**src/rtl/cordic_arbiter.sv**
```systemverilog
// Round-robin front-end sharing one cordic_pipeline between four requesters.
// An id tag travels alongside each issued triple and routes the result back.
module cordic_arbiter #(
  parameter int W       = 16,
  parameter int LATENCY = 16
) (
  input  logic           clk,
  input  logic           rst_n,
  input  logic           en,
  input  logic [3:0]     req_valid,
  output logic [3:0]     req_ready,
  input  logic [4*W-1:0] req_x,
  input  logic [4*W-1:0] req_y,
  input  logic [4*W-1:0] req_z,
  output logic [W-1:0]   cp_x0,
  output logic [W-1:0]   cp_y0,
  output logic [W-1:0]   cp_z0,
  input  logic [W-1:0]   cp_out_x,
  input  logic [W-1:0]   cp_out_y,
  input  logic [W-1:0]   cp_out_z,
  output logic           rsp_valid,
  output logic [1:0]     rsp_id,
  output logic [W-1:0]   rsp_x,
  output logic [W-1:0]   rsp_y,
  output logic [W-1:0]   rsp_z
);

  // Returns {found, id}; candidates scanned from last+4 down to last+1 so last+1 wins.
  function automatic logic [2:0] rr_pick(input logic [3:0] req, input logic [1:0] last);
    logic [2:0] pick;
    logic [1:0] cand;
    pick = {1'b0, last};
    for (int k = 4; k >= 1; k--) begin
      cand = last + 2'(k);
      if (req[cand]) begin
        pick = {1'b1, cand};
      end else begin
        pick = pick;
      end
    end
    return pick;
  endfunction

  logic [1:0]   last_r;
  logic [2:0]   pick_s;
  logic [3:0]   ready_s;
  logic         hs_s;
  logic [W-1:0] sel_x_s;
  logic [W-1:0] sel_y_s;
  logic [W-1:0] sel_z_s;

  // Tag stage 0 sits beside the cp_* registers; stage j lines up with pipeline stage j.
  logic         tag_vld_r [0:LATENCY];
  logic [1:0]   tag_id_r  [0:LATENCY];

  // Grant selection and winner operand mux.
  always_comb begin
    pick_s  = rr_pick(req_valid & {4{en}}, last_r);
    ready_s = 4'b0000;
    if (pick_s[2] && rst_n) begin
      ready_s[pick_s[1:0]] = 1'b1;
    end else begin
      ready_s = 4'b0000;
    end
    hs_s    = |(ready_s & req_valid);
    sel_x_s = req_x[int'(pick_s[1:0]) * W +: W];
    sel_y_s = req_y[int'(pick_s[1:0]) * W +: W];
    sel_z_s = req_z[int'(pick_s[1:0]) * W +: W];
  end

  assign req_ready = ready_s;

  // Operand registers into the pipeline and round-robin pointer.
  always_ff @(posedge clk or negedge rst_n) begin
    if (!rst_n) begin
      cp_x0  <= '0;
      cp_y0  <= '0;
      cp_z0  <= '0;
      last_r <= 2'd3;
    end else if (hs_s) begin
      cp_x0  <= sel_x_s;
      cp_y0  <= sel_y_s;
      cp_z0  <= sel_z_s;
      last_r <= pick_s[1:0];
    end else begin
      cp_x0  <= cp_x0;
      cp_y0  <= cp_y0;
      cp_z0  <= cp_z0;
      last_r <= last_r;
    end
  end

  // Free-running tag shift register; never stalls, cleared by reset.
  always_ff @(posedge clk or negedge rst_n) begin
    if (!rst_n) begin
      for (int i = 0; i <= LATENCY; i++) begin
        tag_vld_r[i] <= 1'b0;
        tag_id_r[i]  <= 2'd0;
      end
    end else begin
      tag_vld_r[0] <= hs_s;
      tag_id_r[0]  <= pick_s[1:0];
      for (int i = 1; i <= LATENCY; i++) begin
        tag_vld_r[i] <= tag_vld_r[i-1];
        tag_id_r[i]  <= tag_id_r[i-1];
      end
    end
  end

  // Response capture; payload only updates on a valid tag so stale pipeline data is ignored.
  always_ff @(posedge clk or negedge rst_n) begin
    if (!rst_n) begin
      rsp_valid <= 1'b0;
      rsp_id    <= 2'd0;
      rsp_x     <= '0;
      rsp_y     <= '0;
      rsp_z     <= '0;
    end else if (tag_vld_r[LATENCY]) begin
      rsp_valid <= 1'b1;
      rsp_id    <= tag_id_r[LATENCY];
      rsp_x     <= cp_out_x;
      rsp_y     <= cp_out_y;
      rsp_z     <= cp_out_z;
    end else begin
      rsp_valid <= 1'b0;
      rsp_id    <= rsp_id;
      rsp_x     <= rsp_x;
      rsp_y     <= rsp_y;
      rsp_z     <= rsp_z;
    end
  end

endmodule

```
**config.mk**
```make
export PLATFORM = sky130hd
export DESIGN_NAME = cordic_arbiter
export DESIGN_NICKNAME = d
export VERILOG_FILES = /design/src/rtl/cordic_arbiter.sv
export SDC_FILE = /design/constraint.sdc
export NUM_CORES = 1
export LEC_CHECK = 0
export ABC_AREA = 1
export BUFFER_PORTS_ARGS = -buffer_cell sky130_fd_sc_hd__buf_2
export CORE_AREA = 2 2 137 139
export CTS_BUF_LIST = sky130_fd_sc_hd__clkbuf_8
export DETAILED_ROUTE_END_ITERATION = 8
export DIE_AREA = 0 0 139 141
export PLACE_DENSITY = 0.72
export SLEW_MARGIN = 40
export SYNTH_ARGS = -nofsm -noshare
export SYNTH_HDL_FRONTEND = slang
export SYNTH_SLANG_ARGS = --single-unit
```
**constraint.sdc**
```tcl
create_clock -name clk -period 6.4 [get_ports clk]
set_clock_uncertainty 0.15 [all_clocks]
set_input_delay 0 -clock clk [delete_from_list [all_inputs] [get_ports clk]]
set_output_delay 0 -clock clk [all_outputs]
set_load 0.02 [all_outputs]
```
==> flow_metrics.env <==
export IMPL_status="finished, violations left"
export IMPL_violations="hold timing"
export IMPL_hold_viol=4
export IMPL_power_density_mw_per_mm2=631.8
export IMPL_synth_fp_nets=1189
export IMPL_ant_nets=0
export IMPL_clkTransAtPathRegs_ps=90
export IMPL_io_buffers=349
export IMPL_fin_crit_sh=0.6695
export IMPL_grt_remaining_overflow=0
export IMPL_cts_tree="yes"
export IMPL_cp_start_kind="flip-flop"
export IMPL_peakVddDrop_uv=481.3
export IMPL_rsz0062_at_grt="no"
export IMPL_fin_tns_setup_ps=0
export IMPL_grt_use_total=0.2742
export IMPL_swShare=0.4499
export IMPL_die_w_um=139
export IMPL_core_area_mm2=0.01827
export IMPL_syn_area_per_cell_um2=8.078
export IMPL_maxSlewViolCount=0
export IMPL_ctsRootBufferMaster="clkbuf_8"
export IMPL_grt_max_degree=91
export IMPL_cts_sinks=152
export IMPL_drtIter0Drc=497
export IMPL_setup_worst_path_class="reg -> reg"
export IMPL_wirelength_um=26640
export IMPL_final_area_mm2=0.01179
export IMPL_internal_power_uw=4099
export IMPL_worst_pin_slew_ps=733.3
export IMPL_setup_viol=0
export IMPL_drv_cap=0
export IMPL_cts_buffer_depth=2
export IMPL_clk_latency_ps=440
export IMPL_relSlewSlack=0.5111
export IMPL_gp_congestion=0.8599
export IMPL_h_tree_depth=4
export IMPL_first_global_vias=8488
export IMPL_syn2layout_area_growth_pct=54.97
export IMPL_synth_seq_cells=152
export IMPL_syn_inst=942
export IMPL_crit_fanout=40
export IMPL_placed_area_mm2=0.009348
export IMPL_switchingPower_uw=3352
export IMPL_grt_pass1_wl_um=42810
export IMPL_numCtsBuffers=17
export IMPL_endpoint_kind="flip-flop"
export IMPL_yosysUniqueCellTypes=25
export IMPL_hold_path_class="in -> async"
export IMPL_required_ps=6590
export IMPL_p_leak_uw=0.006571
export IMPL_ys_seq_area_frac=0.5002
export IMPL_timing_fmax_ghz=0.2334
export IMPL_pin_count=350
export IMPL_p_comb_frac=0.652
export IMPL_dr_pass1_iters=6
export IMPL_antenna_found_initial=1
export IMPL_worst_hold_slack_ps=-20.33
export IMPL_placementRows=50
export IMPL_drc=0
export IMPL_synth_warning_count=0
export IMPL_hpwlAfterDp_um=16000
export IMPL_worstPathArrival_ps=4480
export IMPL_post_drt_wl_per_cell_um=15.74
export IMPL_share_seq_of_total_power=0.231
export IMPL_post_cts_buffers=0
export IMPL_power_frac_clock=0.117
export IMPL_start_util=0.4166
export IMPL_detail_route_vias_per_cell=4.981
export IMPL_netlist_area_mm2=0.007610
export IMPL_chipHeight_um=141
export IMPL_layout_nets=1692
export IMPL_drive_gt1_frac=0.3100
export IMPL_period_needed_ps=4285
export IMPL_die_area_mm2=0.01960
export IMPL_vias=8433
sequential cells by signal, summed over array words and instances (netlist names):
register / flops
rsp_z: 16
rsp_id: 2
rsp_y: 16
rsp_valid: 1
cp_x0: 16
last_r: 2
cp_z0: 16
rsp_x: 16
cp_y0: 16
tag_id_r: 34
tag_vld_r: 17
worst max-delay path: stages (launching register included):
cell	delay (ps)
dfstp_2	680
inv_1	200
nand3_1	110
nand2_1	70
nand2_1	130
nand2_1	80
inv_2	140
nand3_4	470
nand2_4	610
nand2_1	140
nand3_1	110
dlygate4sd3_1	570
nand2_1	50
dlygate4sd3_1	550
nand2_1	60
nand2_1	60
worst paths after layout:
path / to / cells after the start / slack, ps / from
hold / removal: cp_x0[15]$_DFFE_PN0P_ / 2 / -20 / rst_n
max in group asynchronous: rsp_z[1]$_DFFE_PN0P_ / 3 / 5010 / rst_n
min in group clk: rsp_z[5]$_DFFE_PN0P_ / 3 / 180 / cp_out_z[5]
setup / recovery: cp_x0[6]$_DFFE_PN0P_ / 15 / 2120 / last_r[0]$_DFFE_PN1P_
setup reg to reg: cp_x0[6]$_DFFE_PN0P_ / 15 / 2120 / last_r[0]$_DFFE_PN1P_
hold reg to reg: tag_id_r[2]$_DFF_PN0_ / 0 / 200 / tag_id_r[4]$_DFF_PN0_
cells in the final DEF (no fill, tap or decap), drive strengths merged, types with 2 or more instances in the layout:
| cell | Yosys | routed |
|---|---|---|
| nand2 | 366 | 366 |
| buf | 52 | 352 |
| nand3 | 200 | 200 |
| dlygate4sd3 | 0 | 193 |
| dfrtp | 150 | 150 |
| inv | 101 | 103 |
| mux2 | 50 | 50 |
| clkbuf | 10 | 21 |
| bufinv | 0 | 5 |
| clkinv | 0 | 4 |
| nor3 | 2 | 2 |
| nor2 | 2 | 2 |
| dfstp | 2 | 2 |
| o21ai | 2 | 2 |
cell usage after synthesis:
| library cell | count | share of area |
|---|---|---|
| buf_1 | 5 | 0.0025 |
| buf_2 | 27 | 0.018 |
| dfstp_2 | 2 | 0.0069 |
| o21a_1 | 1 | 0.00099 |
| xnor2_1 | 1 | 0.0012 |
| dfrtp_1 | 150 | 0.49 |
| nor2_1 | 2 | 0.00099 |
| nand3_1 | 198 | 0.13 |
| clkbuf_1 | 10 | 0.0049 |
| o21ai_0 | 1 | 0.00066 |
| buf_6 | 8 | 0.012 |
| nand3b_1 | 1 | 0.00099 |
| nand3_2 | 1 | 0.0013 |
| mux2_2 | 50 | 0.074 |
| inv_1 | 98 | 0.048 |
| nand3_4 | 1 | 0.0023 |
| buf_4 | 12 | 0.012 |
| nand2_4 | 3 | 0.0044 |
| xor2_1 | 1 | 0.0012 |
| inv_2 | 3 | 0.0015 |
| nand2_1 | 359 | 0.18 |
| nor3_1 | 2 | 0.0013 |
| nand2_2 | 4 | 0.0033 |
| a21oi_1 | 1 | 0.00066 |
| o21ai_1 | 1 | 0.00066 |
power groups by stage:
stage,clock (uW),sequential [uW],combinational [uW]
finish,870,1720,4860
floorplan,0,2030,2360
detailed placement,0,1720,3620
global placement,0,1690,3540
global route,940,1780,5300
CTS,895,1700,4750
final cells by class:
cell class	instances	area [um^2]
timing repair buffer	546	3734
sequential	152	3810
clock buffer	20	275.3
antenna	1	2.502
inverter	101	384.1
clock inverter	12	212.7
fill	1468	6475
multi-input combinational	627	3082
tap	234	292.8
cells by family after synthesis:
group                     count (synthesis)  share of synthesized area
and+or+nand+nor                         571                     0.3219
buffers and inverters                   163                    0.09865
DFF                                     152                     0.5002
muxes                                    50                    0.07399
AOI/OAI and AO/OA                         4                   0.002958
xor gates and xnor gates                  2                   0.002302
metrics by stage:
stage | setup slack, ps | utilization | power (uW) | instances | hold WS [ps]
4_1_cts | 1695 | 0.6442 | 7349 | 1692 | 26.78
2_1_floorplan | 4301 | - | 4385 | 942 | -445.6
6_report | 2115 | 0.6455 | 7451 | 1693 | -20.33
3_3_place_gp | 2604 | 0.5097 | 5232 | 1466 | -48.41
3_5_place_dp | 2776 | 0.5117 | 5337 | 1467 | -34.41
5_1_grt | 1837 | 0.6454 | 8014 | 1692 | 38.66
metal layers:
metal / up-vias / share of wire / global-route usage
met5: - / 0 / 0
met1: 3974 / 0.40 / 0.3272
met3: 64 / 0.076 / 0.07031
met4: 0 / 0.034 / 0.1228
met2: 431 / 0.49 / 0.4698
li1: 3964 / - / -
timing repair:
item | CTS | global route
hold endpoints to repair | 184 | 0
hold buffers | 193 | 0
gates resized for setup | 0 | 0
No activity file was read; power rests on OpenSTA's default activity.
